==> src/rtl/pipeline_stage_register.sv <==
// rtl/pipeline_stage_register.sv - handshaked 2-entry skid pipeline stage register with flush, forwarding tap and stall counter
module pipeline_stage_register #(
    parameter int DATA_WIDTH  = 96,
    parameter int CTRL_WIDTH  = 8,
    parameter int RD_WIDTH    = 5,
    parameter int COUNT_WIDTH = 16
) (
    input  logic                   clock,
    input  logic                   reset,
    input  logic                   flush,
    input  logic                   in_valid,
    output logic                   in_ready,
    input  logic [DATA_WIDTH-1:0]  in_data,
    input  logic [CTRL_WIDTH-1:0]  in_ctrl,
    input  logic [RD_WIDTH-1:0]    in_rd,
    input  logic                   in_reg_write_enable,
    output logic                   out_valid,
    input  logic                   out_ready,
    output logic [DATA_WIDTH-1:0]  out_data,
    output logic [CTRL_WIDTH-1:0]  out_ctrl,
    output logic [RD_WIDTH-1:0]    out_rd,
    output logic                   out_reg_write_enable,
    output logic [RD_WIDTH-1:0]    fwd_rd,
    output logic                   fwd_valid,
    output logic [COUNT_WIDTH-1:0] stall_count
);

    typedef enum logic [1:0] {
        EMPTY = 2'd0,
        ONE   = 2'd1,
        FULL  = 2'd2
    } state_t;

    state_t state;
    state_t next_state;

    // Main entry drives the outputs; skid holds the younger entry under backpressure.
    logic [DATA_WIDTH-1:0] main_data;
    logic [CTRL_WIDTH-1:0] main_ctrl;
    logic [RD_WIDTH-1:0]   main_rd;
    logic                  main_we;
    logic [DATA_WIDTH-1:0] skid_data;
    logic [CTRL_WIDTH-1:0] skid_ctrl;
    logic [RD_WIDTH-1:0]   skid_rd;
    logic                  skid_we;

    logic accept;
    logic emit;
    logic load_main_in;
    logic load_main_skid;
    logic load_skid;

    assign out_valid = (state != EMPTY);
    assign accept    = in_valid & in_ready;
    assign emit      = out_valid & out_ready;

    // Next-state and storage-steering decisions; flush forces a bubble and drops any accept.
    always_comb begin
        next_state     = state;
        load_main_in   = 1'b0;
        load_main_skid = 1'b0;
        load_skid      = 1'b0;
        case (state)
            EMPTY: begin
                if (accept) begin
                    load_main_in = 1'b1;
                    next_state   = ONE;
                end
            end
            ONE: begin
                if (accept && emit) begin
                    load_main_in = 1'b1;
                end else if (accept) begin
                    load_skid  = 1'b1;
                    next_state = FULL;
                end else if (emit) begin
                    next_state = EMPTY;
                end
            end
            FULL: begin
                if (emit) begin
                    load_main_skid = 1'b1;
                    next_state     = ONE;
                end
            end
            default: next_state = EMPTY;
        endcase
        if (flush) begin
            next_state     = EMPTY;
            load_main_in   = 1'b0;
            load_main_skid = 1'b0;
            load_skid      = 1'b0;
        end
    end

    // State register; in_ready is registered from the next state so it never sees out_ready combinationally.
    always_ff @(posedge clock) begin
        if (reset) begin
            state    <= EMPTY;
            in_ready <= 1'b1;
        end else begin
            state    <= next_state;
            in_ready <= (next_state != FULL);
        end
    end

    // Entry storage; flush clears the control side so stale entries can never act.
    always_ff @(posedge clock) begin
        if (reset) begin
            main_data <= '0;
            main_ctrl <= '0;
            main_rd   <= '0;
            main_we   <= 1'b0;
            skid_data <= '0;
            skid_ctrl <= '0;
            skid_rd   <= '0;
            skid_we   <= 1'b0;
        end else if (flush) begin
            main_ctrl <= '0;
            main_we   <= 1'b0;
            skid_ctrl <= '0;
            skid_we   <= 1'b0;
        end else begin
            if (load_main_in) begin
                main_data <= in_data;
                main_ctrl <= in_ctrl;
                main_rd   <= in_rd;
                main_we   <= in_reg_write_enable;
            end else if (load_main_skid) begin
                main_data <= skid_data;
                main_ctrl <= skid_ctrl;
                main_rd   <= skid_rd;
                main_we   <= skid_we;
            end
            if (load_skid) begin
                skid_data <= in_data;
                skid_ctrl <= in_ctrl;
                skid_rd   <= in_rd;
                skid_we   <= in_reg_write_enable;
            end
        end
    end

    // Saturating count of cycles where a valid head entry is held back.
    always_ff @(posedge clock) begin
        if (reset) begin
            stall_count <= '0;
        end else if (out_valid && !out_ready && (stall_count != '1)) begin
            stall_count <= stall_count + 1'b1;
        end
    end

    // Output gating: a bubble presents as a NOP, and x0 never forwards.
    always_comb begin
        out_data             = main_data;
        out_rd               = main_rd;
        out_ctrl             = out_valid ? main_ctrl : '0;
        out_reg_write_enable = out_valid & main_we;
        fwd_valid            = out_reg_write_enable & (main_rd != '0);
        fwd_rd               = fwd_valid ? main_rd : '0;
    end

endmodule

==> config.mk <==
export PLATFORM = sky130hd
export DESIGN_NAME = pipeline_stage_register
export DESIGN_NICKNAME = d
export VERILOG_FILES = /design/src/rtl/pipeline_stage_register.sv
export SDC_FILE = /design/constraint.sdc
export NUM_CORES = 1
export LEC_CHECK = 0
export ABC_AREA = 1
export CORE_MARGIN = 5
export CORE_UTILIZATION = 51
export CTS_BUF_LIST = sky130_fd_sc_hd__clkbuf_8
export DETAILED_ROUTE_END_ITERATION = 12
export PLACE_DENSITY = 0.79
export SLEW_MARGIN = 20
export SYNTH_ARGS = -nofsm -noshare
export SYNTH_HDL_FRONTEND = slang
export SYNTH_SLANG_ARGS = --single-unit
==> constraint.sdc <==
create_clock -name clock -period 2.1 [get_ports clock]
set_clock_uncertainty 0.2 [all_clocks]
set_input_delay 0.315 -clock clock [delete_from_list [all_inputs] [get_ports clock]]
set_output_delay 0.315 -clock clock [all_outputs]
set_load 0.005 [all_outputs]
==> metrics.txt, run 1 <==
reg-to-reg critical path startpoint state[1]$_SDFF_PP0_; initial antenna violation count 2; DR pass1 iterations 5; Hold Crit Endpoint skid_ctrl[5]$_SDFFE_PP0P_; status completed; Synth area leader dfxtp_1; Ys Warns 0; Finished Layout Cells 1939; later-pin clock latency in the skew report between 500 and 600 ps; Slew HR a little under half; Final Slew Violations 0; Hold Buf Count CTS 0; CP max-delay cell dfxtp_2; I/O Buffers approximately 250; # H-tree levels 2; max cap viols 0; CP Buf/Inv Count 3; post-synth top area share a little under 50%; Pwr Density between 700 and 800 nW/µm²; Synth Instances roughly 1400; Min-Delay Path Depth 5; Avg Vias per Cell around 5.4; final hold vios 0; GR Overflow Total 0; Placed Instances ~1800; FF+latch count, synth ~240; internal reg-to-reg setup slack about 28 ps; crit end category output pin; final setup fails 0; min Tclk post-route around 2100 ps; Vias approximately 10000; GRT Overall Usage 25.6%; post-synthesis sequential area ratio about half; P&R area growth vs syn 44.9%; initial drt markers ~700; Routability Congestion between 0.8 and 0.9; TritonCTS clock tree built; Die X-Extent around 150 µm; f_max about 480 MHz; final clock period utilization by the worst path 98.7%; Area after DPL approximately 13000 µm²; cells on worst reg2reg path 10; WL/cell ~16 µm; Synth Cell Area 9780 µm²; row cnt 50; Post-DP HPWL approximately 20 mm; CTS root buf clkbuf_8; first-pass GRT wire length between 40 and 50 mm; reg-to-reg endpoint skid_data[24]$_SDFFE_PP0P_; crit start category flop; Bufs on Longest Clock Path 3; die area between 20000 and 25000 µm²; min-delay src reset; Total Wirelength 31.8 mm; Sequential Area ~4800 µm²; VDD IR max a little over 500 µV; # clock sinks 239; worst min-delay path class input pin to flop; Initial Util between 50% and 60%; largest cells by area after synthesis dfxtp_1, nor2_1, nand2_1; fillers 1485; CP peak stage delay ~330 ps; syn nets roughly 1500; share of cells above drive strength 1 approximately 11%; crit-path cells nor2_4, buf_8, buf_6, nor2_1, dlygate4sd2_1; fin nets ~1800; antenna viol nets, final 0; die height around 150 µm; clock slew at reported path FFs about 60 ps; Syn Area/Cell about 7.0 µm²; core area about 19000 µm²; largest net degree at the start of global routing 87; Setup Crit Path Kind flop to output pin; number of global-route vias before repair roughly 9500; CP Data Required Time 1580 ps; post-layout instance area between 10000 and 15000 µm²; RSZ-0062 raised after global routing yes; Leak Pwr between 5 and 6 nW; I/O Pins ~250; Yosys cell types 20; worst-path fanout max 5; Inserted Clock Buffers 40; drt drc 0; area occupied by multi-input gates around 4500 µm²; transition time of the tightest slew-check pin roughly 800 ps; Core Util, Final 75.5%; CP arrival around 1600 ps; CP delay by family, top buffers and inverters
cells in the mapped netlist (all sizes together):
master,n
xnor2,3
xor2,3
ha,1
buf,68
nor2,371
nand2,279
nor3,2
dfxtp,239
o21ai,113
nand4,6
a21oi,127
inv,37
clkbuf,31
nand3,123
layout make-up:
| class | instances | share of cell area, % |
|---|---|---|
| Sequential cell | 239 | 33.8 |
| Multi-Input combinational cell | 1028 | 31.9 |
| Timing Repair Buffer | 329 | 25.6 |
| Clock buffer | 48 | 4.66 |
| Tap cell | 234 | 2.07 |
| Inverter | 37 | 1.10 |
| Clock inverter | 22 | 0.883 |
| Antenna cell | 2 | 0.0353 |
metal layers:
metal	track usage (%)	share of wire [%]	up-vias
li1	-	-	5075
met1	32.3	40	4736
met2	42.2	47	493
met3	5.70	9.2	74
met4	11.1	3.0	0
met5	0	0	-
state kept, by name (all words and copies together), names as in the netlist:
name and flops:
out_data 96, skid_data 96, stall_count 16, main_ctrl 8, skid_ctrl 8, out_rd 5, skid_rd 5, state 2
in_ready 1, main_we 1, skid_we 1
worst min-delay path, delay by kind of cell:
family	cells	cell delay, ps
AO/OA/AOI/OAI	1	70
AND/OR/NAND/NOR	2	100
buffers and inverters	2	310
logic make-up (layout without fill, tap and decap cells):
| kind of cell | after synthesis | count (layout) | synth area share (%) |
|---|---|---|---|
| AND/OR/NAND/NOR | 781 | 781 | 31.9 |
| AO/OA/AOI/OAI | 240 | 240 | 12.3 |
| flip-flops | 239 | 239 | 48.9 |
| buffers and inverters | 136 | 436 | 6.14 |
| XOR/XNOR | 6 | 6 | 0.538 |
| adder cells (fa/ha/maj) | 1 | 1 | 0.128 |
| other | 0 | 2 | 0 |
cell usage in the layout, fill, tap and decap left out, drive strengths merged, types with 3 or more instances in the layout:
cell	n
nand3	123
nor2	371
inv	49
a21oi	127
clkbuf	62
xnor2	3
nand4	6
dfxtp	239
clkinv	7
clkdlybuf4s15	6
xor2	3
nand2	279
clkdlybuf4s50	231
buf	76
o21ai	113
report_power, final:
part	switching [mW]	internal [mW]
combinational	0.595	0.668
clock	1.84	2.20
sequential	0.0852	4.68
worst max-delay path by stage:
stage / startpoint / to / cells after the start
6_report: state[0]$_SDFF_PP0_ / out_ctrl[4] / 5
5_1_grt: state[0]$_SDFF_PP0_ / skid_rd[0]$_SDFFE_PP0P_ / 10
4_1_cts: state[1]$_SDFF_PP0_ / fwd_rd[0] / 6
3_3_place_gp: in_valid / out_data[33]$_SDFFE_PP0P_ / 8
3_5_place_dp: in_valid / out_data[16]$_SDFFE_PP0P_ / 8
2_1_floorplan: stall_count[0]$_SDFFE_PP0P_ / stall_count[2]$_SDFFE_PP0P_ / 8
per-stage QoR:
| step | hold WS (ps) | setup WS, ps | setup TNS (ps) | total power, mW |
|---|---|---|---|---|
| detailed placement | 263 | -121 | -14700 | 6.05 |
| global placement | 255 | -92.9 | -9960 | 6.03 |
| floorplan | 242 | 406 | 0 | 5.35 |
| finish | 107 | 27.6 | 0 | 10.1 |
| global route | 122 | -40.1 | -177 | 10.5 |
| CTS | 82.4 | -34.9 | -63.2 | 10.1 |
what timing repair did:
| action | in CTS | in global routing |
|---|---|---|
| buffers inserted | 5 | 5 |
| pin swaps | 5 | 8 |
| gates resized for setup | 41 | 56 |
| cloned | 0 | 10 |
| endpoints found under the setup margin | 16 | 120 |
Note: power is estimated with default switching activity, not from simulation.
==> run 2, diff against run 1 <==
PLACE_DENSITY = 0.86   (was 0.79)
==> run 2 against run 1 <==
Net effect:
- the run now ends with negative setup slack left
- global-route usage is 1.1 points higher
- sequential share of layout area is 1.2 points higher
- final area is 3.1% lower
- power is 1.7% lower
- sequential cell count stayed put
- highest routed layer unchanged
- hold slack better by 130 ps
- critical path depth is 2 higher
- maximum frequency is 2.9% lower
- routed wire length is 4.9% lower
- register-to-register slack better by 40 ps
- critical endpoint is now fwd_rd[0]
- worst setup slack worse by 62 ps
- utilization is 2.4 points lower
==> metrics.txt, run 2 (synthesized netlist as in run 1, its figures left out) <==
Routability Congestion 0.872 (+2.9%); GR Overflow Total 0 (unchanged); Avg Vias per Cell 5.35 (about the same); drt drc 0 (unchanged); RSZ-0062 raised after global routing yes; reg-to-reg endpoint out_data[82]$_SDFFE_PP0P_; Hold Crit Endpoint skid_ctrl[7]$_SDFFE_PP0P_; failing checks negative setup slack; antenna viol nets, final 0 (unchanged); crit end category output pin; post-layout instance area 13700 µm² (-3.1%); reg-to-reg critical path startpoint state[1]$_SDFF_PP0_; final setup fails 1 (+1); core area 18800 µm² (unchanged); Clk pwr share 39.9% (-0.2 points); CTS root buf clkbuf_8; setup TNS -34.0 ps (-34.0 ps); Inserted Clock Buffers 40 (unchanged); I/O Buffers 248 (unchanged); final hold vios 0 (unchanged); Pwr Density 721 nW/µm² (+1.5%); # H-tree levels 2 (unchanged); Placed Instances 1849 (unchanged); final clock period utilization by the worst path 102% (+2.9 points); commonest non-fill, non-tap cell in the layout nor2_1; Finished Layout Cells 1930 (-0.46%); Leak Pwr 5.73 nW (-2.3%); internal reg-to-reg setup slack 70 ps (+40 ps); Comb pwr share 11.9% (-0.6 points); die height 148 µm (unchanged); P&R area growth vs syn 40.4%; cells on worst reg2reg path 8 (-2); worst-path fanout max 3 (-2); status finished, violations left; largest net degree at the start of global routing 60 (-31%); power share of the sequential group 48.2% (+0.8 points); P_sw 2.44 mW (-3.3%); CP arrival 1620 ps (+60 ps); Initial Util 52.1% (unchanged); WL/cell 15.7 µm (-4.4%); Die X-Extent 148 µm (unchanged); Final Slew Violations 0 (unchanged); min Tclk post-route 2130 ps (+61.6 ps); later-pin clock latency in the skew report 540 ps (about the same); worst setup margin -34.0 ps (-61.6 ps); number of global-route vias before repair 10000 (+6.0%); # clock sinks 239 (unchanged); die area 22000 µm² (unchanged); Total Wirelength 30.2 mm (-4.9%); min-delay src in_ctrl[7]; first-pass GRT wire length 48.9 mm (+4.1%); clock slew at reported path FFs 60 ps (about the same); Int Power 7.46 mW (-1.2%); Slew HR 60.1% (+14 points); TritonCTS clock tree built; Setup Crit Path Kind flop to output pin; fin nets 1782 (-0.50%); DR pass1 iterations 6 (+1); Bufs on Longest Clock Path 3 (unchanged); row cnt 50 (unchanged); crit start category flop; Post-DP HPWL 20.2 mm (+1.6%); transition time of the tightest slew-check pin 599 ps (-216 ps); most frequent cells in the layout nor2_1, nand2_1, clkdlybuf4s50_1; I/O Pins 249 (unchanged); Area after DPL 12800 µm² (-0.48%); f_max 469 MHz (-2.9%); GRT Overall Usage 26.7% (+1.1 points); Min-Delay Path Depth 3 (-2); share of cells above drive strength 1 9.56% (-1.5 points); initial drt markers 640 (-7.0%); VDD IR max 514 µV (-0.40%); Vias 10300 (-0.55%); switch share 24.6% (-0.40 points); max cap viols 0 (unchanged); worst min-delay path class input pin to flop; initial antenna violation count 2 (unchanged); CP Data Required Time 1580 ps (about the same)
## run 2: changes by cell type in the layout (fill, tap and decap cells not counted), moves of 3 or more
| cell | delta |
|---|---|
| nor2_1 | +10 |
| buf_12 | -7 |
| clkbuf_8 | +3 |
| buf_6 | -5 |
| a21oi_1 | +3 |
| clkinv_2 | -6 |
| inv_1 | +6 |
| dfxtp_1 | -3 |
| clkbuf_16 | -8 |
| nor2_2 | -9 |
| buf_16 | -3 |
| a21oi_2 | -3 |
| buf_4 | +15 |
## run 2: worst max-delay path by stage
stage	slack [ps]	cells after the start	from	to
floorplan	410	8	stall_count[0]$_SDFFE_PP0P_	stall_count[2]$_SDFFE_PP0P_
global placement	-9	9	out_ready	out_data[25]$_SDFFE_PP0P_
detailed placement	-60	9	out_ready	out_data[53]$_SDFFE_PP0P_
CTS	-150	8	state[0]$_SDFF_PP0_	fwd_rd[0]
global route	-90	7	out_rd[1]$_SDFFE_PP0P_	fwd_rd[0]
finish	-30	7	out_rd[1]$_SDFFE_PP0P_	fwd_rd[0]
## run 2: critical path, stage by stage (launching register included)
cell	delay, ps
dfxtp_4	360
nor3_4	220
nand3_2	90
nand2_2	90
buf_6	100
buf_6	80
nor2_2	20
buf_2	120
## run 2: per-stage QoR
stage / utilization [%] / total power [mW] / hold slack (ps) / worst slack [ps]
6_report: 73.1 / 9.90 / 241 / -34.0
5_1_grt: 73.1 / 10.3 / 213 / -94.4
3_5_place_dp: 68.4 / 6.01 / 266 / -59.7
4_1_cts: 73.1 / 9.96 / 206 / -154
3_3_place_gp: 68.4 / 5.98 / 256 / -8.96
2_1_floorplan: - / 5.35 / 242 / 406
## run 2: metal layers
layer,up-vias,GRT usage [%],share of wire (%)
li1,5043,-,-
met1,4740,31.1,39
met2,472,47.0,50
met3,66,6.15,8.7
met4,0,11.4,2.9
met5,-,0,0
## run 2: power groups by stage
| stage | clock (mW) | combinational [mW] | sequential, mW |
|---|---|---|---|
| after floorplan | 0 | 0.488 | 4.86 |
| after global placement | 0 | 1.12 | 4.86 |
| after global routing | 4.24 | 1.29 | 4.78 |
| final | 3.95 | 1.18 | 4.77 |
| after detailed placement | 0 | 1.15 | 4.86 |
| after CTS | 4.03 | 1.17 | 4.77 |
## run 2: area by class of cell
cell class	instances	area (µm²)
inverter	37	141
fill	1433	5050
sequential	239	4800
antenna	2	5.00
clock inverter	19	72.6
multi-input combinational	1028	4470
tap	234	293
clock buffer	51	702
timing repair buffer	320	3230
## run 2: timing repair
action / in CTS / in global routing
hold buffers: 1 / 0
pin swaps: 5 / 5
gates resized for setup: 48 / 21
setup buffers: 7 / 2
endpoints found under the setup margin: 18 / 18
hold endpoints to repair: 1 / 0
==> run 3, diff against run 2 <==
CORE_ASPECT_RATIO = 1.2   (was default)
==> run 3 against run 2 <==
Net effect:
- the flow still finishes with violations (negative setup slack)
- maximum frequency rose by 1.1%
- critical path depth rose by 3
- critical endpoint is now skid_data[29]$_SDFFE_PP0P_
- utilization rose by 0.57 points
- final cell count rose by 0.10%
- highest routed layer unchanged
- sequential share of layout area fell by 0.44 points
==> metrics.txt, run 3 (synthesized netlist as in run 1, its figures left out) <==
DR pass1 iterations 8 (+2); min Tclk post-route 2110 ps (-22.5 ps); row cnt 55 (+10%); failing checks negative setup slack; number of global-route vias before repair 9771 (-2.7%); Total Wirelength 31.0 mm (+2.4%); status finished, violations left; # H-tree levels 2 (unchanged); GR Overflow Total 0 (unchanged); Area after DPL 12700 µm² (-1.4%); reg-to-reg endpoint skid_data[29]$_SDFFE_PP0P_; I/O Buffers 248 (unchanged); Die X-Extent 136 µm (-8.1%); initial drt markers 613 (-4.2%); TritonCTS clock tree built; Comb pwr share 12.2% (+0.3 points); Core Util, Final 73.7% (+0.57 points); commonest non-fill, non-tap cell in the layout nor2_1; CP Data Required Time 2360 ps (+780 ps); fillers 1475 (+2.9%); Post-DP HPWL 19.9 mm (-1.6%); cells on worst reg2reg path 10 (+2); setup TNS -33.6 ps (+0.314 ps); Int Power 7.54 mW (+1.0%); Bufs on Longest Clock Path 3 (unchanged); I/O Pins 249 (unchanged); die height 162 µm (+8.9%); Min-Delay Path Depth 3 (unchanged); largest net degree at the start of global routing 65 (+8.3%); # clock sinks 239 (unchanged); Avg Vias per Cell 5.38 (+0.59%); final hold vios 0 (unchanged); max cap viols 0 (unchanged); worst min-delay path class input pin to flop; Vias 10400 (+0.70%); power share of the sequential group 47.7% (-0.5 points); f_max 474 MHz (+1.1%); worst setup margin -11.4 ps (+22.5 ps); reg-to-reg critical path startpoint state[1]$_SDFF_PP0_; transition time of the tightest slew-check pin 527 ps (-72.6 ps); crit start category flop; Routability Congestion 0.859 (-1.5%); internal reg-to-reg setup slack -10 ps (-80 ps); later-pin clock latency in the skew report 540 ps (about the same); P&R area growth vs syn 42.1%; crit-path cells nor2_4, buf_8, buf_4, buf_4, o21ai_4, inv_2, nand2_4, buf_16, o21ai_0, nor2_1; Final Slew Violations 0 (unchanged); Sequential Area 4800 µm² (about the same); switch share 24.8% (+0.14 points); CTS root buf clkbuf_8; Setup Crit Path Kind flop to flop; CP Buf/Inv Count 5 (+2); area occupied by multi-input gates 4640 µm² (+3.7%); initial antenna violation count 2 (unchanged); crit end category flop; fin nets 1765 (-0.95%); CP max-delay cell dfxtp_4; antenna viol nets, final 0 (unchanged); final setup fails 5 (+4); Clk pwr share 40.1% (+0.2 points); CP arrival 2370 ps (+750 ps); Leak Pwr 5.69 nW (-0.71%); die area 22000 µm² (about the same); first-pass GRT wire length 47.7 mm (-2.5%); most frequent cells in the layout nor2_1, nand2_1, clkdlybuf4s50_1; Inserted Clock Buffers 38 (-5.0%); VDD IR max 501 µV (-2.5%); core area 18900 µm² (+0.47%); final clock period utilization by the worst path 101% (-1.1 points); RSZ-0062 raised after global routing yes; Pwr Density 721 nW/µm² (about the same); CP peak stage delay 360 ps (about the same); drt drc 0 (unchanged); share of cells above drive strength 1 11.1% (+1.6 points); Slew HR 64.9% (+4.8 points); WL/cell 16.0 µm (+2.3%); min-delay src in_ctrl[7]; CP delay by family, top buffers and inverters; worst-path fanout max 64 (+61); Crit path top cell by count buf_4; post-layout instance area 13900 µm² (+1.2%); clock slew at reported path FFs 60 ps (about the same); GRT Overall Usage 26.2% (-0.50 points); Initial Util 51.8% (-0.24 points); P_sw 2.48 mW (+1.8%); Hold Crit Endpoint skid_ctrl[7]$_SDFFE_PP0P_
## run 3: changes by cell type in the layout (fill, tap and decap cells not counted), sizes merged
cell | previous run | this run
bufinv | 0 | 2
clkinvlp | 0 | 2
clkbuf | 57 | 55
inv | 55 | 50
diode | 2 | 3
clkdlybuf4s50 | 230 | 231
buf | 74 | 54
dlymetal6s2s | 1 | 0
dlygate4sd2 | 3 | 5
## run 3: through the flow
| step | total power [mW] | cells | setup WS [ps] | hold WS, ps |
|---|---|---|---|---|
| 5_1_grt | 10.4 | 1931 | -86.3 | 186 |
| 2_1_floorplan | 5.35 | 1403 | 406 | 242 |
| 4_1_cts | 9.99 | 1922 | -22.0 | 180 |
| 6_report | 10.0 | 1932 | -11.4 | 194 |
| 3_5_place_dp | 5.99 | 1851 | -207 | 264 |
| 3_3_place_gp | 5.96 | 1851 | -120 | 251 |
## run 3: timing repair
action,in CTS,in global routing
cloned,0,4
hold endpoints to repair,24,0
setup buffers,6,3
hold buffers,1,0
pin swaps,2,4
resized for setup,37,89
endpoints found under the setup margin,17,205
## run 3: worst max path at each step
stage	depth (start not counted)	end	start
finish	10	skid_data[29]$_SDFFE_PP0P_	state[1]$_SDFF_PP0_
global placement	8	skid_data[67]$_SDFFE_PP0P_	in_valid
floorplan	8	stall_count[2]$_SDFFE_PP0P_	stall_count[0]$_SDFFE_PP0P_
global route	10	skid_data[29]$_SDFFE_PP0P_	state[0]$_SDFF_PP0_
detailed placement	8	skid_data[72]$_SDFFE_PP0P_	in_valid
CTS	6	fwd_rd[0]	state[1]$_SDFF_PP0_
## run 3: cell type report
type                       instances  share of cell area [%]
sequential                       239                    34.6
clock buffer                      46                    4.56
antenna                            3                  0.0540
inverter                          37                    1.02
clock inverter                    18                   0.964
tap                              256                    2.31
multi-input combinational       1028                    33.4
timing repair buffer             305                    23.2
## run 3: routing by layer
metal	global-route usage, %	wire [µm]
met5	0	0
met4	12.4	1210
met3	6.91	2620
met1	29.9	11600
met2	45.2	15600
## run 3: worst register-to-register path: stages, from the launching register on
cell and delay, ps:
dfxtp_4 360, nor2_4 50, buf_8 120, buf_4 130, buf_4 150, o21ai_4 280, inv_2 80, nand2_4 120
buf_16 240, o21ai_0 190, nor2_1 110
## run 3: power by group through the flow
stage	Combinational [mW]	Clock, mW	Sequential [mW]
4_1_cts	1.14	4.07	4.77
2_1_floorplan	0.488	0	4.86
3_5_place_dp	1.12	0	4.87
6_report	1.22	4.02	4.78
5_1_grt	1.32	4.31	4.79
3_3_place_gp	1.10	0	4.86
